[src/rtl/full_adder_2_pkg.sv]
// Shared types and helpers for the full_adder_2 cell and its coverage tracking.
package full_adder_2_pkg;

  localparam int unsigned NUM_COMBOS = 8;

  typedef logic [2:0]            combo_t;
  typedef logic [NUM_COMBOS-1:0] cov_t;

  // Combination index ordering: {cin, b, a}, so index 3 is a=1, b=1, cin=0.
  function automatic combo_t combo_index(input logic a, input logic b, input logic cin);
    return {cin, b, a};
  endfunction

  // An unknown index leaves the vector untouched, so X/Z inputs never count as a hit.
  function automatic cov_t cov_mark(input cov_t hits, input combo_t idx);
    cov_t marked;
    marked      = hits;
    marked[idx] = 1'b1;
    return marked;
  endfunction

endpackage

[src/rtl/full_adder_2_fa_cell.sv]
// Gate-level combinational full adder; the leaf arithmetic of full_adder_2.
module fa_cell (
  input  logic a,
  input  logic b,
  input  logic cin,
  output logic sum,
  output logic cout
);

  logic ab;
  logic ac;
  logic bc;

  assign ab   = a & b;
  assign ac   = a & cin;
  assign bc   = b & cin;
  assign sum  = a ^ b ^ cin;
  assign cout = ab | ac | bc;

endmodule

[src/rtl/full_adder_2.sv]
// Full adder with registered outputs, input-combination coverage and a saturating
// operation counter. Define FULL_ADDER_2_CHECK_EN to add the sticky arithmetic cross-check `err`.
module full_adder_2
  import full_adder_2_pkg::*;
#(
  parameter int unsigned CNT_W = 8
) (
  input  logic             clk,
  input  logic             rst,
  input  logic             a,
  input  logic             b,
  input  logic             cin,
  output logic             sum,
  output logic             cout,
  output logic             sum_q,
  output logic             cout_q,
  output logic [7:0]       cov_hits,
  output logic             cov_done,
  output logic [CNT_W-1:0] op_cnt
`ifdef FULL_ADDER_2_CHECK_EN
  ,
  output logic             err
`endif
);

  logic cell_sum;
  logic cell_cout;
  cov_t cov_next;

  fa_cell u_cell (
    .a    (a),
    .b    (b),
    .cin  (cin),
    .sum  (cell_sum),
    .cout (cell_cout)
  );

  assign sum  = cell_sum;
  assign cout = cell_cout;

  always_comb begin
    cov_next = cov_mark(cov_t'(cov_hits), combo_index(a, b, cin));
  end

  // cov_done looks at the next-state vector so it rises on the edge that sets the last bit.
  always_ff @(posedge clk) begin
    if (rst) begin
      sum_q    <= 1'b0;
      cout_q   <= 1'b0;
      cov_hits <= '0;
      cov_done <= 1'b0;
      op_cnt   <= '0;
    end else begin
      sum_q    <= cell_sum;
      cout_q   <= cell_cout;
      cov_hits <= cov_next;
      cov_done <= &cov_next;
      if (op_cnt != '1) begin
        op_cnt <= op_cnt + CNT_W'(1);
      end
    end
  end

`ifdef FULL_ADDER_2_CHECK_EN
  logic [1:0] arith;

  always_comb begin
    arith = 2'(a) + 2'(b) + 2'(cin);
  end

  always_ff @(posedge clk) begin
    if (rst) begin
      err <= 1'b0;
    end else if (arith != {cell_cout, cell_sum}) begin
      err <= 1'b1;
    end
  end
`endif

endmodule

[config.mk]
export PLATFORM = sky130hd
export DESIGN_NAME = full_adder_2
export DESIGN_NICKNAME = d
export VERILOG_FILES = /design/src/rtl/full_adder_2_pkg.sv /design/src/rtl/full_adder_2_fa_cell.sv /design/src/rtl/full_adder_2.sv
export SDC_FILE = /design/constraint.sdc
export NUM_CORES = 1
export LEC_CHECK = 0
export ABC_AREA = 1
export CAP_MARGIN = 20
export CORE_UTILIZATION = 40
export CTS_BUF_LIST = sky130_fd_sc_hd__clkbuf_8
export CTS_CLUSTER_SIZE = 25
export DETAILED_ROUTE_END_ITERATION = 6
export DONT_BUFFER_PORTS = 1
export GPL_TIMING_DRIVEN = 0
export SETUP_SLACK_MARGIN = 0.4
export SLEW_MARGIN = 15
export SYNTH_ARGS = -nofsm -noshare
export SYNTH_HDL_FRONTEND = slang
export SYNTH_SLANG_ARGS = --single-unit
[constraint.sdc]
create_clock -name clk -period 1.4 [get_ports clk]
set_input_delay 0.07 -clock clk [delete_from_list [all_inputs] [get_ports clk]]
set_output_delay 0.07 -clock clk [all_outputs]
set_load 0.01 [all_outputs]
==> results of run 1 <==
## power by group through the flow
stage                     logic, mW  clock network (mW)  registers (mW)
after detailed placement     0.0767                   0           0.611
final                        0.0842               0.367           0.598
after CTS                    0.0855               0.379           0.599
after floorplan              0.0646                   0           0.606
after global placement       0.0740                   0           0.610
after global routing         0.0966               0.406           0.601
## critical path, cell delays in order, from the launching register on
cell     delay [ns]
dfxtp_4        0.39
ha_4           0.16
nand2_4        0.06
nor2_4         0.13
nand2_4        0.11
o21ai_1        0.13
a21oi_1        0.05
## cell usage after synthesis, types with 2 or more instances
cell type  count
nand3_1        9
o21ai_0        2
o21ai_1        2
a21oi_1        8
o21bai_1       2
nand2_1       21
nor2_4         2
nor2_1        18
dfxtp_1       19
inv_1         20
## worst paths after layout
path | from | cells after the start | end | slack [ns]
worst max-delay path | op_cnt[0] | 6 | op_cnt[0] | 0.28
worst min-delay path | b | 2 | cov_hits[6] | 0.008
worst max register to register | op_cnt[0] | 6 | op_cnt[0] | 0.28
worst min register to register | op_cnt[0] | 1 | op_cnt[0] | 0.50
## logic make-up after synthesis
family / after synthesis
DFF: 19
xor gates and xnor gates: 1
and+or+nand+nor: 52
buffers and inverters: 22
adders and majority gates: 2
AOI/OAI and AO/OA: 16
## state kept, by name, summed over array words and instances (netlist names)
name      count
op_cnt        8
sum_q         1
cout_q        1
cov_done      1
cov_hits      8
## what timing repair did
item,CTS,global route
pin swaps,1,1
hold buffers,3,0
gates resized for setup,3,4
hold endpoints to repair,5,0
cloned,0,0
setup endpoints to repair,8,9
buffers inserted,0,0
## layout by cell type (no fill, tap or decap), types with 2 or more instances in the layout
cell / n
a21oi_1: 7
clkbuf_8: 3
dfxtp_1: 13
dfxtp_2: 4
dfxtp_4: 2
dlygate4sd3_1: 2
inv_1: 21
nand2_1: 19
nand2_4: 2
nand3_1: 9
nor2_1: 18
nor2_4: 2
o21ai_1: 3
o21bai_1: 2
## layout make-up
| cell class | count | area [um^2] |
|---|---|---|
| plain buffers | 1 | 3.75 |
| fillers | 205 | 963 |
| inverters | 21 | 78.8 |
| multi-input cells | 71 | 392 |
| clock inverters | 1 | 3.75 |
| clock buffers | 3 | 41.3 |
| well taps | 27 | 33.8 |
| flip-flops and latches | 19 | 393 |
| repair buffers | 3 | 32.5 |
## per-layer routing
layer	vias up	share of wire, %	track usage, %
li1	358	-	-
met1	301	40	17.0
met2	21	51	31.0
met3	2	7.6	5.38
met4	0	0.67	10.3
met5	-	0	0
## per-stage QoR
step / hold WS (ns) / instances / instance area [um^2]
floorplan: 0.139 / 112 / 855
global placement: 0.141 / 139 / 888
detailed placement: 0.144 / 139 / 888
CTS: 0.00277 / 146 / 971
global route: 0.00931 / 146 / 978
finish: 0.00791 / 146 / 978
==> impl_metrics.ini, run 1 <==
[cells_and_area]
fin_nets = 127
drive_above_1_share_pct = 15.1
antenna_cells = 0
area_growth_pct = 18.8
fin_util_pct = 50.4

[place]
place_congestion = 0.728
dp_slack_ns = 0.259
dp_hpwl_um = 1150
port_buffers = 0

[synthesis]
syn_inst = 112
synth_edf_count = 0
synth_mux_area_share_pct = 0
ys_seq_area_share_pct = 46.2
synthArstFlopShare_pct = 0
ys_ff_latch = 19
synthFlopType = dfxtp_1
yosysWarnings = 0
synth.distinct_cells = 19
syn_avg_cell_area_um2 = 7.35
synth_top_family_by_area = simple AND/OR/NAND/NOR gates
synth_top_area_share_pct = 46.2
synth_area_leaders = dfxtp_1 (46%), nand2_1 (9.6%), inv_1 (9.1%), nor2_1 (8.2%), nand3_1 (5.5%)
yosys.area_share.simple_pct = 28.0
syn-cell-area_um2 = 823
synthXorXnorAreaFrac_pct = 1.06
yosysTopAreaCell = dfxtp_1
synth_fa_ha_area_share_pct = 3.95
synth_compound_area_share_pct = 10.8
syn_nets = 119

[timing]
finalSetupTns_ns = 0
setup_viol = 0
tightest_slew_ns = 0.415
finalCritPeriodShare_pct = 80.2
maxSlewViolCount = 0
fmax_ghz = 0.890
fin_skew_ns = 0.00160
rsz0062_at_grt = true
timing.slew.headroom_pct = 72.4
worst_slack_ns = 0.277
hold_viol_final = 0
period_needed_ns = 1.12

[floorplan]
die_w_um = 47.4
start_util_pct = 42.4
fp.dieH_um = 47.4
die_area_um2 = 2240
row_count = 16
ios = 26
coreArea_um2 = 1940

[pwr]
p_leak_nw = 0.454
finalPower_mw = 1.05
p_switching_uw = 251
power_frac_comb_pct = 8.0
powerDensity_nw_per_um2 = 1070
intPower_uw = 798
peakVddDrop_mv = 0.613
power_frac_seq_pct = 57.0
switching_share_pct = 23.9
pwr-share-clk_pct = 35.0

[clock_network]
path_clk_slew_ns = 0.07
cts.sinks = 19
cts_tree = yes
clk_latency_ns = 0.25
root_buffer = clkbuf_8
cts_made_buffers = 3
h-tree-depth = 1
clock_path_buffers = 2

[route]
first_pass_iters = 4
wl_per_cell_um = 11.2
drt_iter0_drc = 6
vias = 682
finalWirelength_um = 1640
vias_per_cell = 4.67
drc = 0
drtAntennaViolNets = 0

[global_route]
grt_pass1_vias = 664
antenna_found_initial = 0
globalRoute.totalOverflow = 0
grt_max_degree = 11
grt_usage_pct = 17.2
grt_pass1_wl_um = 2590

[setup_path]
critical_path_class = register to register
required_ns = 1.54
end_kind = register
start_kind = register
critPathMaxFanout = 9
critPathArrivalTime_ns = 1.27

[min_path]
hp-class = input port to register

[run_status]
outcome = finished clean

[flow_run]
drv_cap = 0
Note: power is estimated with default switching activity, not from simulation.
==> inputs of run 2 (changes only) <==
Clock period 1.4 ns to 1 ns, I/O delays scaled along.
==> run 2 against run 1 <==
Net effect: the run now ends with negative hold slack, negative setup slack left; count of clock-buffer cells in the layout stayed put; die area is the same; sequential share of layout area rose by 0.13 points; critical path type unchanged; critical endpoint is now op_cnt[5]; largest cell class is now multi-input combinational cells.
==> impl_metrics.ini, run 2 (same netlist as run 1, synthesis figures left out) <==
[clock_network]
path_clk_slew_ns = 0.07
cts_tree = yes
clock_path_buffers = 2
root_buffer = clkbuf_8
cts.sinks = 19
clk_latency_ns = 0.25
cts_made_buffers = 3
h-tree-depth = 1
postCtsHoldBufs = 1

[run_status]
outcome = complete, but fails checks
violations = negative hold slack, negative setup slack

[timing]
hold_viol_final = 8
fin_skew_ns = 0.00212
setup_viol = 8
fmax_ghz = 0.881
rsz0062_at_grt = true
period_needed_ns = 1.14
finalCritPeriodShare_pct = 114
worst_slack_ns = -0.135
timing.slew.headroom_pct = 62.2
finalSetupTns_ns = -0.811
tightest_slew_ns = 0.568
timing.hold.ws_ns = -0.0540
maxSlewViolCount = 0

[cells_and_area]
final_common_cell = nand2_1
layout_common_cells = nand2_1 (19), nor2_1 (15), inv_1 (12)
fin_area_um2 = 1050
fin_nets = 126
fin_util_pct = 54.1
drive_above_1_share_pct = 44.1
antenna_cells = 0
n_fill_cell = 207
top_regs = cov_hits (8), op_cnt (8)
area_growth_pct = 27.5

[route]
drc = 0
wl_per_cell_um = 12.3
first_pass_iters = 4
vias = 714
vias_per_cell = 4.92
finalWirelength_um = 1780
drtAntennaViolNets = 0
drt_iter0_drc = 5

[setup_path]
start_kind = register
critPathMaxFanout = 5
critical_path_class = register to register
required_ns = 1.19
end_kind = register
critPathArrivalTime_ns = 1.32

[global_route]
antenna_found_initial = 0
grt_pass1_wl_um = 2620
grt_pass1_vias = 641
grt_max_degree = 11
globalRoute.totalOverflow = 0
grt_usage_pct = 17.5

[pwr]
powerDensity_nw_per_um2 = 1420
finalPower_mw = 1.49
p_leak_nw = 0.462
peakVddDrop_mv = 0.763

[floorplan]
die_area_um2 = 2240
start_util_pct = 42.4
fp.dieH_um = 47.4
die_w_um = 47.4
row_count = 16
ios = 26
coreArea_um2 = 1940

[place]
place_area_um2 = 901
place_congestion = 0.785
dp_slack_ns = -0.142
port_buffers = 0
dp_hpwl_um = 1150

[flow_run]
drv_cap = 0

[min_path]
hp-class = input port to register
## run 2: cell types whose count changed in the layout (fill, tap and decap cells not counted), moves of 2 or more
cell and delta:
dlygate4sd3_1 -2, inv_2 +9, inv_1 -9, dfxtp_2 +6
o21bai_1 -2, nor2_2 +3, nor2_1 -3, a21oi_2 +5
dfxtp_1 -12, a21oi_1 -5, o21bai_4 +2, dfxtp_4 +6
## run 2: critical path, stage by stage (launching register included)
cell     delay [ns]
dfxtp_4        0.39
ha_4           0.15
nand2_4        0.05
nor2_4         0.14
nand2_2        0.11
nand3_2        0.07
nand2_1        0.04
nor2_1         0.09
## run 2: path summary, 6_finish.rpt
check | start | endpoint | slack (ns) | cells past startpoint
worst max-delay path | op_cnt[0] | op_cnt[5] | -0.14 | 7
worst min-delay path | a | cov_hits[2] | -0.05 | 3
worst max register to register | op_cnt[0] | op_cnt[5] | -0.14 | 7
worst min register to register | cov_hits[3] | cov_hits[3] | 0.48 | 2
## run 2: report_power, final
group	internal [mW]	switching, mW
sequential	0.785	0.0492
clock	0.273	0.244
combinational	0.0625	0.0796
total	1.12	0.373
## run 2: area by class of cell
class	count	area, um^2	share of cell area [%]
Inverter	21	78.8	7.51
Multi-Input combinational cell	72	453	43.1
Timing Repair Buffer	1	12.5	1.19
Clock buffer	3	41.3	3.93
Sequential cell	19	423	40.3
Buffer	1	3.75	0.358
Tap cell	27	33.8	3.22
Clock inverter	1	3.75	0.358
## run 2: through the flow
step                      hold slack, ns  std cells
after global routing             -0.0411        145
after global placement             0.113        139
after CTS                        -0.0552        145
after floorplan                    0.112        112
after detailed placement           0.116        139
final                            -0.0540        145
## run 2: metal layers
metal	global-route usage, %	vias up	routed length, um
met1	22.8	329	765
met4	10.3	0	39
met5	0	-	0
li1	-	364	-
met2	24.7	16	860
met3	6.54	5	114
## run 2: what timing repair did
action                                 in CTS  in global routing
buffers inserted                            0                  0
setup endpoints to repair                  36                 38
gates cloned                                1                  0
gates resized for setup                    20                 15
pin swaps                                  12                  4
endpoints found under the hold margin      10                  5
